[config.mk]
export PLATFORM = sky130hd
export DESIGN_NAME = rst_seq_ctrl_flat
export DESIGN_NICKNAME = d
export VERILOG_FILES = /design/src/rtl/rst_seq_pkg.sv /design/src/rtl/rst_seq_if.sv /design/src/rtl/rst_seq_timer.sv /design/src/rtl/rst_seq_ctrl.sv /design/src/flat_wrapper.sv
export SDC_FILE = /design/constraint.sdc
export NUM_CORES = 1
export LEC_CHECK = 0
export ABC_AREA = 1
export CORE_MARGIN = 2
export CORE_UTILIZATION = 50
export DETAILED_ROUTE_END_ITERATION = 7
export GPL_TIMING_DRIVEN = 1
export PLACE_DENSITY = 0.79
export SYNTH_ARGS = -nofsm -noshare
export SYNTH_HDL_FRONTEND = slang
export SYNTH_HIERARCHICAL = 1
export SYNTH_SLANG_ARGS = --single-unit
[constraint.sdc]
create_clock -name clk_i -period 2.8 [get_ports clk_i]
set_input_delay 0.56 -clock clk_i [delete_from_list [all_inputs] [get_ports clk_i]]
set_output_delay 0.56 -clock clk_i [all_outputs]
set_load 0.02 [all_outputs]
[src/rtl/rst_seq_pkg.sv]
// Shared types and defaults for the reset release sequencer.
package rst_seq_pkg;

    localparam int DEFAULT_DELAY_W     = 8;
    localparam int DEFAULT_NUM_DOMAINS = 4;

    typedef enum logic [2:0] {
        S_IDLE,
        S_WAIT,
        S_RELEASE,
        S_DONE,
        S_WAIT_ACK
    } rst_seq_state_t;

    typedef logic [DEFAULT_DELAY_W-1:0] delay_arr_t [DEFAULT_NUM_DOMAINS];

    function automatic logic is_busy_state(rst_seq_state_t s);
        return (s == S_WAIT) || (s == S_RELEASE) || (s == S_WAIT_ACK);
    endfunction

endpackage

[src/rtl/rst_seq_if.sv]
// Control/status bundle of the reset sequencer; ack_i exists only with RST_SEQ_ACK_EN.
// Handshake: start_i/stop_i are level-sampled every cycle; no valid/ready pairing.
interface rst_seq_if #(
    parameter int NUM_DOMAINS = 4,
    parameter int DELAY_W     = 8
);
    logic                           start_i;
    logic                           stop_i;
    logic [NUM_DOMAINS*DELAY_W-1:0] delay_i;
    logic [NUM_DOMAINS-1:0]         rst_n_o;
    logic                           busy_o;
    logic                           done_o;
`ifdef RST_SEQ_ACK_EN
    logic [NUM_DOMAINS-1:0]         ack_i;

    modport master (output start_i, stop_i, delay_i, ack_i,
                    input  rst_n_o, busy_o, done_o);
    modport slave  (input  start_i, stop_i, delay_i, ack_i,
                    output rst_n_o, busy_o, done_o);
`else
    modport master (output start_i, stop_i, delay_i,
                    input  rst_n_o, busy_o, done_o);
    modport slave  (input  start_i, stop_i, delay_i,
                    output rst_n_o, busy_o, done_o);
`endif
endinterface

[src/rtl/rst_seq_timer.sv]
// Shared gap timer: up-counter with synchronous clear, enable and target compare.
module rst_seq_timer #(
    parameter int DELAY_W = 8
) (
    input  logic               clk_i,
    input  logic               rst_i,
    input  logic               clr_i,
    input  logic               en_i,
    input  logic [DELAY_W-1:0] target_i,
    output logic               expired_o
);
    logic [DELAY_W-1:0] count_q, count_d;

    always_comb begin
        count_d = count_q;
        if (clr_i) begin
            count_d = '0;
        end else if (en_i) begin
            count_d = count_q + DELAY_W'(1);
        end
    end

    always_ff @(posedge clk_i) begin
        if (rst_i) begin
            count_q <= '0;
        end else begin
            count_q <= count_d;
        end
    end

    assign expired_o = (count_q == target_i);

endmodule

[src/rtl/rst_seq_ctrl.sv]
// Reset release sequencer: releases domain resets one at a time after programmable gaps.
// Optional per-domain acknowledge wait enabled by defining RST_SEQ_ACK_EN.
module rst_seq_ctrl
    import rst_seq_pkg::*;
#(
    parameter int NUM_DOMAINS = DEFAULT_NUM_DOMAINS,
    parameter int DELAY_W     = DEFAULT_DELAY_W
) (
    input  logic           clk_i,
    input  logic           rst_i,
    rst_seq_if.slave       bus,
    output rst_seq_state_t state_o
);
    localparam int             K_W    = (NUM_DOMAINS > 1) ? $clog2(NUM_DOMAINS) : 1;
    localparam logic [K_W-1:0] LAST_K = K_W'(NUM_DOMAINS - 1);

    typedef logic [DELAY_W-1:0] delay_vec_t [NUM_DOMAINS];

    rst_seq_state_t         state_q, state_d;
    logic [K_W-1:0]         k_q, k_d;
    delay_vec_t             delay_q, delay_d;
    logic [NUM_DOMAINS-1:0] rst_n_q, rst_n_d;
    logic                   busy_q, busy_d;
    logic                   done_q, done_d;
    logic                   timer_clr, timer_en, timer_expired;

    rst_seq_timer #(.DELAY_W(DELAY_W)) u_timer (
        .clk_i     (clk_i),
        .rst_i     (rst_i),
        .clr_i     (timer_clr),
        .en_i      (timer_en),
        .target_i  (delay_q[k_q]),
        .expired_o (timer_expired)
    );

    // RELEASE marks the cycle right after a release: the next gap is already being timed.
    always_comb begin
        state_d   = state_q;
        k_d       = k_q;
        delay_d   = delay_q;
        rst_n_d   = rst_n_q;
        timer_clr = 1'b0;
        timer_en  = 1'b0;
        if (bus.stop_i) begin
            state_d   = S_IDLE;
            k_d       = '0;
            rst_n_d   = '0;
            timer_clr = 1'b1;
        end else begin
            unique case (state_q)
                S_IDLE: begin
                    timer_clr = 1'b1;
                    rst_n_d   = '0;
                    if (bus.start_i) begin
                        for (int i = 0; i < NUM_DOMAINS; i++) begin
                            delay_d[i] = bus.delay_i[i*DELAY_W +: DELAY_W];
                        end
                        k_d     = '0;
                        state_d = S_WAIT;
                    end
                end
                S_WAIT, S_RELEASE: begin
                    if (timer_expired) begin
                        rst_n_d[k_q] = 1'b1;
`ifdef RST_SEQ_ACK_EN
                        state_d = S_WAIT_ACK;
`else
                        if (k_q == LAST_K) begin
                            state_d = S_DONE;
                        end else begin
                            k_d       = k_q + K_W'(1);
                            timer_clr = 1'b1;
                            state_d   = S_RELEASE;
                        end
`endif
                    end else begin
                        timer_en = 1'b1;
                        state_d  = S_WAIT;
                    end
                end
`ifdef RST_SEQ_ACK_EN
                S_WAIT_ACK: begin
                    if (bus.ack_i[k_q]) begin
                        if (k_q == LAST_K) begin
                            state_d = S_DONE;
                        end else begin
                            k_d       = k_q + K_W'(1);
                            timer_clr = 1'b1;
                            state_d   = S_WAIT;
                        end
                    end
                end
`endif
                S_DONE: begin
                    rst_n_d = '1;
                end
                default: begin
                    state_d = S_IDLE;
                    rst_n_d = '0;
                end
            endcase
        end
        busy_d = is_busy_state(state_d);
        done_d = (state_d == S_DONE);
    end

    always_ff @(posedge clk_i) begin
        if (rst_i) begin
            state_q <= S_IDLE;
            k_q     <= '0;
            delay_q <= '{default: '0};
            rst_n_q <= '0;
            busy_q  <= 1'b0;
            done_q  <= 1'b0;
        end else begin
            state_q <= state_d;
            k_q     <= k_d;
            delay_q <= delay_d;
            rst_n_q <= rst_n_d;
            busy_q  <= busy_d;
            done_q  <= done_d;
        end
    end

    assign bus.rst_n_o = rst_n_q;
    assign bus.busy_o  = busy_q;
    assign bus.done_o  = done_q;
    assign state_o     = state_q;

endmodule

[src/flat_wrapper.sv]
// flat-port wrapper written by rule: the top's interface ports become plain ports
module rst_seq_ctrl_flat import rst_seq_pkg::*;
#(
    parameter int NUM_DOMAINS = DEFAULT_NUM_DOMAINS,
    parameter int DELAY_W     = DEFAULT_DELAY_W
)
  (clk_i, rst_i, state_o, bus_start_i, bus_stop_i, bus_delay_i, bus_rst_n_o, bus_busy_o, bus_done_o);
  rst_seq_if #(.NUM_DOMAINS(NUM_DOMAINS), .DELAY_W(DELAY_W)) bus_i ();
  input  logic clk_i;
  input  logic rst_i;
  output rst_seq_state_t state_o;
  input wire logic [$bits(bus_i.start_i)-1:0] bus_start_i;
  input wire logic [$bits(bus_i.stop_i)-1:0] bus_stop_i;
  input wire logic [$bits(bus_i.delay_i)-1:0] bus_delay_i;
  output wire logic [$bits(bus_i.rst_n_o)-1:0] bus_rst_n_o;
  output wire logic [$bits(bus_i.busy_o)-1:0] bus_busy_o;
  output wire logic [$bits(bus_i.done_o)-1:0] bus_done_o;
  assign bus_i.start_i = bus_start_i;
  assign bus_i.stop_i = bus_stop_i;
  assign bus_i.delay_i = bus_delay_i;
  assign bus_rst_n_o = bus_i.rst_n_o;
  assign bus_busy_o = bus_i.busy_o;
  assign bus_done_o = bus_i.done_o;
  rst_seq_ctrl #(.NUM_DOMAINS(NUM_DOMAINS), .DELAY_W(DELAY_W)) u_core (.clk_i(clk_i), .rst_i(rst_i), .bus(bus_i), .state_o(state_o));
endmodule
# Word level (Yosys, flattened, before mapping)
# Index checks and enable logic that the tools add are counted.
# op_classes
n_mux	23
bitwise_logic	3
n_addsub	2
reduce_logical	10
n_lt_le_gt_ge	3
n_eq_ne	12
# ops
cell	count
8-bit binary-select mux with 2-bit select	1
8-bit two-way mux	2
3-bit by 2-bit equality test with 1-bit output, second input constant	4
3-bit case mux with 3 select lines	1
8-bit by 1-bit adder with 8-bit output, second input constant	1
8-bit equality test	1
1-bit two-way mux	8
2-bit two-way mux	4
4-bit case mux with 2 select lines	1
3-bit by 1-bit equality test with 1-bit output, second input constant	2
3-bit two-way mux	2
2-bit OR reduction	3
4-bit two-way mux	1
2-bit inequality test, second input constant	2
4-bit bitwise OR	1
2-bit case mux with 2 select lines	1
4-bit AND reduction	1
3-bit equality test, second input constant	1
3-bit >= comparator, second input constant	1
3-bit logical NOT	1
2-bit by 3-bit < comparator with 1-bit output, second input constant	1
2-bit NOT with 3-bit output	1
3-bit AND reduction	1
2-bit by 1-bit adder with 2-bit output, second input constant	1
other kinds (9)	10
# word_totals
ff_bits	51
word_cells	63

# Longest topological paths before layout
# Gate-level depths: netlist of run 1.
# logic_depth
word_depth	11
depth_mapped	20

# Hierarchy
# The synthesis of run 1 kept the hierarchy.
# by_module_without_submodules
module	cells_per_inst	area_per_inst_um2	instances	seq_area_each_um2
rst_seq_ctrl	263	1971.9	1	860.8
rst_seq_timer	95	541.8	1	160.2

# Worst setup path after synthesis of run 1
# Ideal clock, no wire load.
# synth_timing
path_kind	register -> register
start	reg u_core.k_q[0]
end	reg u_core.u_timer.count_q[7]
path_stages_with_launch	19
arrival_ns	2.203
setup_slack_ns	0.482
setup_time_ns	0.115
cell_sequence	dfxtp_1 -> buf_2 -> inv_1 -> buf_2 -> nor2_1 -> o22ai_1 -> nor2_1 -> nor2_1 -> nor2_1 -> nand2_1 -> nor2_1 -> inv_1 -> nand2_1 -> nor2_1 -> nand2_2 -> nor2_4 -> nand3_1 -> nand2_1 -> nor2_1
# synth_rtl
item	line	source
from (decl)	rst_seq_ctrl.sv:20	logic [K_W-1:0] k_q, k_d;
from (signal assigned)	rst_seq_ctrl.sv:117	k_q <= k_d;
2-bit NOT with 3-bit output (not written as such)	rst_seq_ctrl.sv:32	.target_i (delay_q[k_q]),
8-bit binary-select mux with 2-bit select	rst_seq_ctrl.sv:32	
8-bit two-way mux (not written as such) (2 in series)	rst_seq_ctrl.sv:32	
8-bit equality test	rst_seq_timer.sv:31	assign expired_o = (count_q == target_i);
named net u_core.timer_expired	rst_seq_ctrl.sv:25	logic timer_clr, timer_en, timer_expired;
1-bit two-way mux	rst_seq_ctrl.sv:63	if (timer_expired) begin
1-bit two-way mux	rst_seq_ctrl.sv:50	unique case (state_q)
1-bit two-way mux	rst_seq_ctrl.sv:44	if (bus.stop_i) begin
named net u_core.timer_en	rst_seq_ctrl.sv:25	
to (signal assigned)	rst_seq_timer.sv:27	count_q <= count_d;
to (decl)	rst_seq_timer.sv:12	logic [DELAY_W-1:0] count_q, count_d;
# The timed path passes the listed nets, and every way through them passes these cells. The select of a mux whose other input is x is not followed.
# A chain may end at the register's enable or synchronous reset.

# Worst setup path after layout of run 1
# Ends and elaborated chain as after synthesis.

==> summary.md, run 1 <==
| Metric | Value |
|---|---|
| Status | `finished clean` |
| GPL Wtd Cong | `0.854` |
| Total wire length | `5240 um` |
| Ys async rst share | `0%` |
| Crit path buf inv count | `3` |
| Synth cell types | `25` |
| Crit Path Class | `reg -> reg` |
| Clock Skew | `5.87 ps` |
| Tot GR Track Use | `21.0%` |
| Commonest non-fill, non-tap cells in the layout | `nor2_1, o21ai_0, dfxtp_1, nand2_1, clkdlybuf4s50_1` |
| Die Span X | `74.9 um` |
| Synth Instances | `358` |
| Hold Path Sink | `u_core/bus.rst_n_o[3]` |
| Initial antenna violation count | `0` |
| Avg Cell Area, Syn | `7.02 um2` |
| Maximum vdd drop | `0.000319 V` |
| Element type at the critical path end | `register` |
| DR DRC count | `0` |
| Count of final max-slew check failures | `0` |
| HPWL Detailed | `3950 um` |
| DRT iter0 DRCs | `152` |
| Clock share of power | `30.5%` |
| Reg2reg start | `u_core/k_q[0]` |
| Nets | `440` |
| Min-delay worst type | `reg -> reg` |
| Switching power total | `0.351 mW` |
| Vias in the first global route | `2077` |
| CTS H-tree lvls | `2` |
| WP data arrival | `2620 ps` |
| Cell Pwr Density | `446 nW/um2` |
| Die area | `5610 um2` |
| Chip height | `74.9 um` |
| Critical path launch point type | `register` |
| Setup TNS | `0 ps` |
| Flop pwr share | `56.3%` |
| CTS tree | `done` |
| Worst r2r path cells | `17` |
| Post-route ant nets | `0` |
| Drt via density | `4.88` |
| Synth Warn # | `6` |
| Clk_lat worst skew | `310 ps` |
| R2R Path End | `u_core/u_timer/count_q[7]` |
| Pre-CTS WS | `301 ps` |
| Area leader, netlist | `dfxtp_1` |
| CTS buffer count | `5` |
| Initial Utilization | `52.5%` |
| Pre-antenna DRT Iters | `4` |
| Predominant post-synthesis flop cell | `dfxtp_1` |
| RSZ-0062 raised after global routing | `no` |
| Register clock-pin slew on the reported worst setup and hold paths | `90 ps` |
| Fin Hold WS | `454 ps` |
| Max Cap Violations | `0` |
| Cell Int Power | `1.01 mW` |
| Multi-input gate area | `1270 um2` |
| Post-route cell area | `3060 um2` |
| Commonest non-fill, non-tap cell in the layout | `nor2_1` |
| Setup Buffers After CTS | `0` |
| Worst setup margin | `391 ps` |
| Max Clk Rate | `0.415 GHz` |
| I/O pins | `45` |
| Most used cell, CP | `nand2_1` |
| Layout cell share with drive strength beyond 1 | `11.0%` |
| Max clock buf depth | `2` |
| Setup Viol. Count Final | `0` |
| Synth Register Bits | `51` |
| Final hold viol count | `0` |
| IO buf count | `44` |
| ANT cells | `0` |
| Area grow syn2layout | `21.7%` |
| Syn Nets | `399` |
| Via count of the routed design | `2281` |
| Std cell rows | `25` |
| Combinational Power Share | `13.2%` |
| Final worst path period share | `86.0%` |
| Required time of the critical path | `3010 ps` |
| Clk root buf | `clkbuf_8` |
| Final min period | `2410 ps` |
| First-pass GRT wire length | `9030 um` |
| CORE AREA | `4790 um2` |
| Filler Cell Count | `455` |
| Setup slack, reg-to-reg | `390 ps` |
| GRT overflow | `0` |
| Synth top area share | `40.6%` |
| WHS Path Cells | `2` |
| P_leak | `1.31 nW` |
| Register Area | `1020 um2` |
| Synth Cell Area | `2510 um2` |
| Register area share after synthesis | `40.6%` |
| Crit-path cells | `inv_1, buf_4, nor2_1, o22ai_1, nand2_1, nand2_1, nor2_1, nand2_1, nor2_1, inv_1, nand2_1, nor2_2, nand2_2, nor2_4, nand3_1, nand2_1, nor2_1` |
| Worst hold start | `u_core/bus.rst_n_o[3]` |
| Post-Place Cell Area | `2960 um2` |
| Area contributors post-synth | `dfxtp_1, nor2_1, o21ai_0` |
| Largest net degree at the start of global routing | `33` |
| Crit path max fanout | `11` |
| Post-CTS Hold Buffers | `0` |
| Slowest CP cell | `dfxtp_1` |
| Final core utilization | `63.9%` |
| Crit path max-delay family | `simple AND/OR/NAND/NOR gates` |
| PostCTS Resize Cnt | `0` |
| Post-synth EDFFs | `0` |
| CP max stage delay | `320 ps` |
| Switching Fraction | `25.7%` |
| Clock net sink count | `51` |
| Routed len/inst | `11.2 um` |
## layout make-up
class                           count  area share [%]
Clock buffer                        5            2.25
Clock inverter                      3           0.655
Inverter                           33            4.13
Multi-Input combinational cell    260            41.4
Sequential cell                    51            33.4
Tap cell                           67            2.74
Timing Repair Buffer               48            15.4
## flip-flops by register name (all words and copies together) (netlist names)
register	flops
u_core/delay_q	32
u_core/k_q	2
u_core/state_o	3
u_core/bus.done_o	1
u_core/bus.rst_n_o	4
u_core/bus.busy_o	1
u_core/u_timer/count_q	8
## power by group through the flow
stage | Sequential (mW) | Combinational, mW | Clock, mW
floorplan | 0.779 | 0.106 | 0
global placement | 0.784 | 0.175 | 0
detailed placement | 0.784 | 0.180 | 0
CTS | 0.767 | 0.181 | 0.425
global route | 0.770 | 0.205 | 0.450
finish | 0.767 | 0.180 | 0.416
## worst max path at each step
stage                     cells past startpoint                   endpoint          start
final                                        17  u_core/u_timer/count_q[7]  u_core/k_q[0]
after global routing                         17  u_core/u_timer/count_q[7]  u_core/k_q[1]
after CTS                                    17  u_core/u_timer/count_q[7]  u_core/k_q[0]
after detailed placement                     17  u_core/u_timer/count_q[7]  u_core/k_q[0]
after floorplan                              18  u_core/u_timer/count_q[7]  u_core/k_q[0]
after global placement                       17  u_core/u_timer/count_q[7]  u_core/k_q[0]
## metrics by stage
stage	power, mW	cells
after CTS	1.37	467
after floorplan	0.885	358
after detailed placement	0.963	459
after global routing	1.43	467
final	1.36	467
after global placement	0.960	459
## tightest hold or removal path: stages (launching register included)
cell	delay, ps
dfxtp_1	320
inv_1	50
a21oi_1	50
## synthesized netlist by cell type (3+ instances only)
cell type / instances
a21oi_1: 9
buf_6: 6
clkbuf_1: 5
dfxtp_1: 51
ha_1: 5
inv_1: 32
nand2_1: 48
nand3_1: 5
nor2_1: 95
nor2_2: 19
nor2_4: 3
o21ai_0: 56
o22ai_1: 8
## kinds of logic (layout without fill, tap and decap cells)
logic type                 Yosys count  in the layout  share of synthesized area [%]
and+or+nand+nor                    177            177                           31.4
buffers and inverters               47             89                           9.16
other                                1              1                          0.149
AOI/OAI and AO/OA                   77             77                           16.2
adders and majority gates            5              5                           2.49
DFF                                 51             51                           40.6
## layer usage
metal | GRT usage [%] | wire (um)
met5 | 0 | 0
met4 | 8.93 | 89
met2 | 34.8 | 2550
met1 | 26.6 | 2390
met3 | 4.42 | 219
Note: power is estimated with default switching activity, not from simulation.
==> run 2, diff against run 1 <==
- SLEW_MARGIN: default -> 30
==> results of run 2 <==
Final layout, timing and power as in run 1 (identical DEF).
==> run 3, diff against run 2 <==
- CORE_ASPECT_RATIO: default -> 1.75
==> summary.md, run 3 (synthesized netlist as in run 1, its figures left out) <==
| Metric | Value |
|---|---|
| CTS buffer count | `5 (unchanged)` |
| GPL Wtd Cong | `0.853 (-0.12%)` |
| Setup Viol. Count Final | `0 (unchanged)` |
| Count of final max-slew check failures | `0 (unchanged)` |
| Pre-antenna DRT Iters | `4 (unchanged)` |
| Crit Path Class | `reg -> reg` |
| Nets | `438 (-0.45%)` |
| Cell count after placement | `444 (-3.3%)` |
| Worst r2r path cells | `16 (-1)` |
| Worst Max-Slew Pin Slew | `733 ps` |
| Final worst path period share | `85.9% (-0.10 points)` |
| Max clock buf depth | `2 (unchanged)` |
| CTS H-tree lvls | `2 (unchanged)` |
| First-pass GRT wire length | `9360 um (+3.7%)` |
| CP max stage delay | `390 ps (+70 ps)` |
| IO buf count | `44 (unchanged)` |
| Std cell rows | `34 (+36%)` |
| HPWL Detailed | `4080 um (+3.3%)` |
| Min-delay worst type | `reg -> reg` |
| Post-route ant nets | `0 (unchanged)` |
| Critical path launch point type | `register` |
| P_leak | `1.31 nW (-0.19%)` |
| I/O pins | `45 (unchanged)` |
| Slowest CP cell | `dfxtp_1` |
| Final Non-Filler Cells | `451 (-3.4%)` |
| CORE AREA | `4890 um2 (+2.2%)` |
| Maximum vdd drop | `0.000377 V (+18%)` |
| Max reg flops | `32 (unchanged)` |
| Clk root buf | `clkbuf_8` |
| Register Area | `1020 um2 (unchanged)` |
| Via count of the routed design | `2276 (-0.22%)` |
| Filler Cell Count | `451 (-0.88%)` |
| Register clock-pin slew on the reported worst setup and hold paths | `90 ps (about the same)` |
| Vias in the first global route | `2112 (+1.7%)` |
| Total wire length | `5400 um (+3.0%)` |
| Multi-input gate area | `1270 um2 (+0.39%)` |
| RSZ-0062 raised after global routing | `no` |
| Clock net sink count | `51 (unchanged)` |
| Required time of the critical path | `3030 ps (+20 ps)` |
| Post-CTS Hold Buffers | `0 (unchanged)` |
| Initial antenna violation count | `0 (unchanged)` |
| Commonest non-fill, non-tap cells in the layout | `nor2_1, o21ai_0, dfxtp_1, nand2_1, clkdlybuf4s50_1` |
| Area grow syn2layout | `20.7%` |
| Max Cap Violations | `0 (unchanged)` |
| Final min period | `2410 ps (-2.92 ps)` |
| WP data arrival | `2640 ps (+20 ps)` |
| Setup TNS | `0 ps (unchanged)` |
| Drt via density | `5.05 (+3.3%)` |
| Layout cell share with drive strength beyond 1 | `10.6% (-0.42 points)` |
| Most used cell, CP | `nand2_1` |
| Setup Buffers After CTS | `0 (unchanged)` |
| Max Clk Rate | `0.416 GHz (+0.12%)` |
| Fin Hold WS | `455 ps (+1.63 ps)` |
| Initial Utilization | `51.4% (-1.1 points)` |
| Clk_lat worst skew | `300 ps (about the same)` |
| Post-route cell area | `3030 um2 (-0.78%)` |
| Biggest register | `u_core/delay_q` |
| ANT cells | `0 (unchanged)` |
| Status | `finished clean` |
| Max transition margin | `51.1%` |
| Final hold viol count | `0 (unchanged)` |
| DRT iter0 DRCs | `90 (-41%)` |
| Element type at the critical path end | `register` |
| Cell Pwr Density | `451 nW/um2 (+1.2%)` |
| Die area | `5630 um2 (+0.40%)` |
| Die Span X | `57.6 um (-23%)` |
| Chip height | `97.8 um (+31%)` |
| Tot GR Track Use | `20.7% (-0.39 points)` |
| Crit-path cells | `clkinvlp_4, o21ai_0, o22ai_1, inv_1, nand2_1, nand2_1, nor2_1, nand2_1, nor2_1, inv_1, nor2_1, nand2_1, o211ai_1, nor2_2, o21ai_0, a21oi_1` |
| Crit path max fanout | `19 (+8)` |
| GRT overflow | `0 (unchanged)` |
| Commonest non-fill, non-tap cell in the layout | `nor2_1` |
| Final core utilization | `62.0% (-1.9 points)` |
| Routed len/inst | `12.0 um (+6.7%)` |
| Largest net degree at the start of global routing | `33 (unchanged)` |
| CTS tree | `done` |
| Clock Skew | `5.58 ps (-0.290 ps)` |
| Post-Place Cell Area | `2930 um2 (-1.1%)` |
| WHS Path Cells | `2 (unchanged)` |
| DR DRC count | `0 (unchanged)` |
==> run 3: changes by cell type in the layout (fill, tap and decap cells not counted), sizes merged <==
cell,previous run,this run
clkbuf,5,6
inv,33,32
clkinvlp,2,1
buf,4,2
==> run 3: layout make-up <==
| class | instances | share of cell area [%] |
|---|---|---|
| Clock buffer | 6 | 2.72 |
| Clock inverter | 1 | 0.165 |
| Inverter | 33 | 4.29 |
| Multi-Input combinational cell | 260 | 41.9 |
| Sequential cell | 51 | 33.6 |
| Tap cell | 54 | 2.23 |
| Timing Repair Buffer | 46 | 15.0 |
==> run 3: worst max-delay path, delay by kind of cell, from the launching register on <==
kind | cells | cell delay, ps
AND/OR/NAND/NOR | 8 | 710
flip-flops | 1 | 390
buffers and inverters | 3 | 420
AO/OA/AOI/OAI | 5 | 790
==> run 3: metrics by stage <==
stage          worst slack, ps  total power, mW
2_1_floorplan              482            0.885
3_3_place_gp               323            0.958
3_5_place_dp               239            0.962
4_1_cts                    216             1.38
5_1_grt                   81.8             1.44
6_report                   394             1.37
==> run 3: timing repair <==
| action | 4_1_cts | 5_1_grt |
|---|---|---|
| endpoints found under the setup margin | 0 | 7 |
| gates resized for setup | 0 | 4 |
| hold endpoints to repair | 0 | 0 |
==> run 3: worst paths after layout <==
path	from	slack, ps	end
worst max register to register	u_core/k_q[0]	390	u_core/u_timer/count_q[1]
worst min register to register	u_core/bus.rst_n_o[3]	460	u_core/bus.rst_n_o[3]
worst max-delay path	u_core/k_q[0]	390	u_core/u_timer/count_q[1]
worst min-delay path	u_core/bus.rst_n_o[3]	460	u_core/bus.rst_n_o[3]
==> run 3: power by group <==
part | internal (mW) | switching (mW) | leakage (nW) | total [mW]
clock network | 0.194 | 0.228 | 0.0470 | 0.422
registers | 0.751 | 0.0173 | 0.415 | 0.769
logic | 0.0860 | 0.0932 | 0.844 | 0.179
total | 1.03 | 0.338 | 1.31 | 1.37
==> run 3: routing by layer <==
metal  GRT usage, %  up-vias  wire length, um
met5              0        -                0
met1           25.0     1018             2320
met4           8.59        0              102
met3           3.05        9              165
met2           35.5       40             2810
li1               -     1209                -
